File: src/rtl/regfile_writeback_queue.sv
// Register file writeback queue: merges ALU and load results into an in-order
// queue, drains one entry per cycle to the write port (r15 goes to the PC path),
// and offers bypass lookups over all queued entries.
module regfile_writeback_queue #(
  parameter int unsigned DEPTH = 4,
  parameter int unsigned CW    = $clog2(DEPTH + 1)
) (
  input  logic          clk,
  input  logic          reset_n,
  input  logic          alu_valid,
  input  logic [3:0]    alu_wa,
  input  logic [31:0]   alu_wd,
  input  logic          mem_valid,
  output logic          mem_ready,
  input  logic [3:0]    mem_wa,
  input  logic [31:0]   mem_wd,
  output logic          we3,
  output logic [3:0]    wa3,
  output logic [31:0]   wd3,
  output logic          pc_wr_valid,
  output logic [31:0]   pc_wr_data,
  input  logic [3:0]    ra1,
  input  logic [3:0]    ra2,
  input  logic [3:0]    ra3,
  output logic          hit1,
  output logic          hit2,
  output logic          hit3,
  output logic [31:0]   bd1,
  output logic [31:0]   bd2,
  output logic [31:0]   bd3,
  output logic [CW-1:0] count,
  output logic          overflow
);

  localparam int unsigned PW = (DEPTH > 1) ? $clog2(DEPTH) : 1;
  localparam logic [3:0]  PC_REG = 4'd15;

  typedef struct packed {
    logic [3:0]  wa;
    logic [31:0] wd;
  } entry_t;

  entry_t        slots [DEPTH];
  logic [PW-1:0] rd_ptr;
  logic [PW-1:0] wr_ptr;
  logic          pop;
  logic [CW:0]   free;
  logic          alu_push;
  logic          mem_push;
  entry_t        head;

  logic [3:0]    ra  [3];
  logic          hit [3];
  logic [31:0]   bd  [3];
  logic [PW-1:0] idx;

  // Pop/free/push arbitration; ALU has priority and cannot be stalled
  always_comb begin
    pop       = (count != '0);
    free      = (CW + 1)'(DEPTH) - {1'b0, count} + (CW + 1)'(pop);
    alu_push  = alu_valid && (free != '0);
    mem_ready = (free >= ((CW + 1)'(1) + (CW + 1)'(alu_valid)));
    mem_push  = mem_valid && mem_ready;
  end

  // Queue storage, pointers, occupancy and sticky drop flag
  always_ff @(posedge clk or negedge reset_n) begin
    if (!reset_n) begin
      for (int i = 0; i < int'(DEPTH); i++) slots[i] <= '0;
      rd_ptr   <= '0;
      wr_ptr   <= '0;
      count    <= '0;
      overflow <= 1'b0;
    end else begin
      if (alu_push) slots[wr_ptr] <= '{wa: alu_wa, wd: alu_wd};
      if (mem_push) slots[wr_ptr + PW'(alu_push)] <= '{wa: mem_wa, wd: mem_wd};
      wr_ptr <= wr_ptr + PW'(alu_push) + PW'(mem_push);
      rd_ptr <= rd_ptr + PW'(pop);
      count  <= count + CW'(alu_push) + CW'(mem_push) - CW'(pop);
      if (alu_valid && !alu_push) overflow <= 1'b1;
    end
  end

  // Head entry drives either the register file port or the PC update path
  always_comb begin
    head        = slots[rd_ptr];
    we3         = 1'b0;
    wa3         = '0;
    wd3         = '0;
    pc_wr_valid = 1'b0;
    pc_wr_data  = '0;
    if (pop) begin
      if (head.wa == PC_REG) begin
        pc_wr_valid = 1'b1;
        pc_wr_data  = head.wd;
      end else begin
        we3 = 1'b1;
        wa3 = head.wa;
        wd3 = head.wd;
      end
    end
  end

  assign ra[0] = ra1;
  assign ra[1] = ra2;
  assign ra[2] = ra3;

  // Bypass search oldest to youngest so the youngest match wins; r15 never hits
  always_comb begin
    idx = '0;
    for (int k = 0; k < 3; k++) begin
      hit[k] = 1'b0;
      bd[k]  = '0;
      for (int i = 0; i < int'(DEPTH); i++) begin
        idx = rd_ptr + PW'(i);
        if ((CW'(i) < count) && (slots[idx].wa == ra[k]) && (ra[k] != PC_REG)) begin
          hit[k] = 1'b1;
          bd[k]  = slots[idx].wd;
        end
      end
    end
  end

  assign hit1 = hit[0];
  assign hit2 = hit[1];
  assign hit3 = hit[2];
  assign bd1  = bd[0];
  assign bd2  = bd[1];
  assign bd3  = bd[2];

endmodule

File: config.mk
export PLATFORM = sky130hd
export DESIGN_NAME = regfile_writeback_queue
export DESIGN_NICKNAME = d
export VERILOG_FILES = /design/src/rtl/regfile_writeback_queue.sv
export SDC_FILE = /design/constraint.sdc
export NUM_CORES = 1
export LEC_CHECK = 0
export ABC_CLOCK_PERIOD_IN_PS = 6900
export BUFFER_PORTS_ARGS = -buffer_cell sky130_fd_sc_hd__buf_2
export CORE_ASPECT_RATIO = 0.75
export CORE_MARGIN = 2
export CORE_UTILIZATION = 55
export DETAILED_ROUTE_END_ITERATION = 7
export PLACE_DENSITY = 0.8
export REMOVE_ABC_BUFFERS = 1
export SYNTH_ARGS = -nofsm -noshare
export SYNTH_HDL_FRONTEND = slang
export SYNTH_SLANG_ARGS = --single-unit
File: constraint.sdc
create_clock -name clk -period 6.9 [get_ports clk]
set_input_delay 1.38 -clock clk [delete_from_list [all_inputs] [get_ports clk]]
set_output_delay 1.38 -clock clk [all_outputs]
set_load 0.05 [all_outputs]
==> metrics.md <==
| Metric | Value |
|---|---|
| Status | finished, final reports clean |
| Final Cycle Share | 90.5% |
| Worst-Skew Late Latency | 450 ps |
| Antenna-violating nets left | 0 |
| Reg clk slew, reported paths | 70 ps |
| Global-route wire length before repair | 80.0 mm |
| Via Count | 15.7k |
| RD Place Congestion | 0.969 |
| Synth Area per Inst | 7.90 µm² |
| Final clock skew | 5.35 ps |
| Setup crit end kind | output pin |
| Worst setup margin | 657 ps |
| Place WS | 1240 ps |
| Post-route design area | 16600 µm² |
| Syn Inst Count | 1854 |
| Max-slew violation count | 0 |
| Number of synthesized flops with an enable pin | 0 |
| Initial antenna violation count | 6 |
| Hold Path Depth | 1 |
| Via density | 6.69 |
| Yosys top cell area share | 26.0% |
| Area growth syn-to-layout | 13.0% |
| # DRC | 0 |
| Wire per inst | 22.3 µm |
| Critical Path Start Type | flop |
| Final Hold Vio Count | 0 |
| DRT Pass-1 Iters | 6 |
| CTS H-tree lvls | 4 |
| CTS max path bufs | 2 |
| Setup CP Type | flop to output pin |
| Relative slew slack | 20.4% |
| Core area | 26000 µm² |
| CP required | 5520 ps |
| Vias in the first global route | 14.4k |
| Row count | 51 |
| Crit path max fanout | 83 |
| MaxCap Viol Count | 0 |
| Worst-Margin Slew | 1190 ps |
| Library cells used by synthesis | 62 |
| Layout cell share with drive strength beyond 1 | 22.3% |
| Io pins | 262 |
| CTS tree | yes |
| CTS Hold Bufs | 0 |
| CTS Buf Count | 17 |
| # port buffers | 261 |
| Setup bufs post-CTS | 0 |
| Initial DRC count | 2195 |
| Largest net degree at the start of global routing | 85 |
| RSZ-0062 raised after global routing | false |
| Resized Gates After CTS | 0 |
| Post-Syn Area | 14600 µm² |
| Max Clock Freq | 160 MHz |
| Hold crit path type | flop to flop |
| Initial Util | 56.2% |
| Hpwl dp | 34.8 mm |
| Width of the die | 192 µm |
| Reg2reg path depth | 12 |
| Async SR Flop Fraction | 100% |
| Largest cells by area after synthesis | dfrtp_1, mux2i_1, nor2_1 |
| Root Driver | clkbuf_16 |
| Leading area contributor after synthesis | dfrtp_1 |
| Synth Warn # | 0 |
| Die area | 28000 µm² |
| Primary FF master, synth | dfrtp_1 |
| Total GRT Usage | 36.3% |
| Total grt overflow | 0 |
| Fin crit period | 6240 ps |
| Fin nets | 2081 |
| Post-synthesis sequential area ratio | 26.0% |
| Final setup vio count | 0 |
| DP Area | 15900 µm² |
| Crit path arrival time | 4860 ps |
| Routed WL | 52.1 mm |
| FF+latch count, synth | 152 |
| Die height | 145 µm |
| CTS sink count | 152 |
==> layout make-up <==
cell class	instances	area, µm²
multi-input combinational	1492	10000
clock buffer	17	425
fill	2192	9480
clock inverter	15	204
antenna	3	7.51
sequential	152	3810
inverter	28	108
tap	344	430
timing repair buffer	289	1520
==> state kept, by name, summed over array words and instances, names as in the netlist <==
signal	cells
overflow	1
slots	144
count	3
wr_ptr	2
rd_ptr	2
==> Yosys cell counts, types with 21 or more instances <==
library cell    n
dfrtp_1       152
mux2i_1       215
clkbuf_1      112
nor2_1        260
a21oi_1       152
o21ai_0       154
inv_1          27
nor3_1         31
nand2_1       170
buf_1          21
a221oi_1       55
nand3_1        46
a211oi_1      109
xnor2_1        32
mux2_2         56
buf_2          40
==> layer usage <==
metal / GRT usage (%) / part of all wire (%) / vias up
li1: - / - / 7029
met1: 52.2 / 42 / 7379
met2: 52.6 / 43 / 1096
met3: 10.2 / 13 / 153
met4: 11.5 / 2.6 / 6
met5: 0 / 0.069 / -
==> cell usage in the layout (no fill, tap or decap), drive strengths merged, types with 3 or more instances in the layout <==
cell type,n
nand4,7
and4,3
ha,12
buf,289
o21ai,155
a22o,19
inv,38
diode,3
bufinv,3
nor2b,14
a211oi,110
a21oi,154
mux2,56
a221oi,65
xnor2,34
nand3,46
dfrtp,152
mux2i,215
xor2,10
and2,15
clkbuf,17
mux4,15
and3,7
nor2,262
or2,6
o21a,20
nor3,32
a221o,19
o31ai,13
nand2,180
==> final timing paths <==
| kind | slack [ps] | endpoint | start |
|---|---|---|---|
| setup / recovery | 660 | bd2[15] | rd_ptr[0]$_DFF_PN0_ |
| hold / removal | 480 | overflow$_DFFE_PN0P_ | overflow$_DFFE_PN0P_ |
| setup reg to reg | 2800 | slots[72]$_DFF_PN0_ | count[2]$_DFF_PN0_ |
| hold reg to reg | 480 | overflow$_DFFE_PN0P_ | overflow$_DFFE_PN0P_ |
| max in group asynchronous | 4490 | slots[15]$_DFF_PN0_ | reset_n |
| min in group asynchronous | 960 | slots[38]$_DFF_PN0_ | reset_n |
==> kinds of logic after synthesis <==
family / Yosys count / synth area share, %
adders and majority gates: 13 / 1.16
xor gates and xnor gates: 44 / 2.73
buffers and inverters: 210 / 6.08
and+or+nand+nor: 583 / 17.1
muxes: 286 / 21.4
AOI/OAI and AO/OA: 566 / 25.5
DFF: 152 / 26.0
==> metrics by stage <==
stage                     TNS (ps)  hold WS, ps  cells  util (%)
after floorplan            -486390          541   1672         -
after global placement           0          450   2305      61.1
after detailed placement         0          461   2305      61.1
after CTS                        0          483   2337      63.5
after global routing             0          516   2338      63.6
final                            0          482   2340      63.6
==> worst max-delay path: stages (launching register included) <==
cell,delay (ps)
dfrtp_4,1010
mux4_1,780
xnor2_1,200
and4_1,220
nand2_1,400
nor2_2,1080
a221oi_1,370
buf_2,320
Power is left out: the tool's default activity adds up to more than one toggle a clock period on the data nets, which glitch-free logic cannot reach.
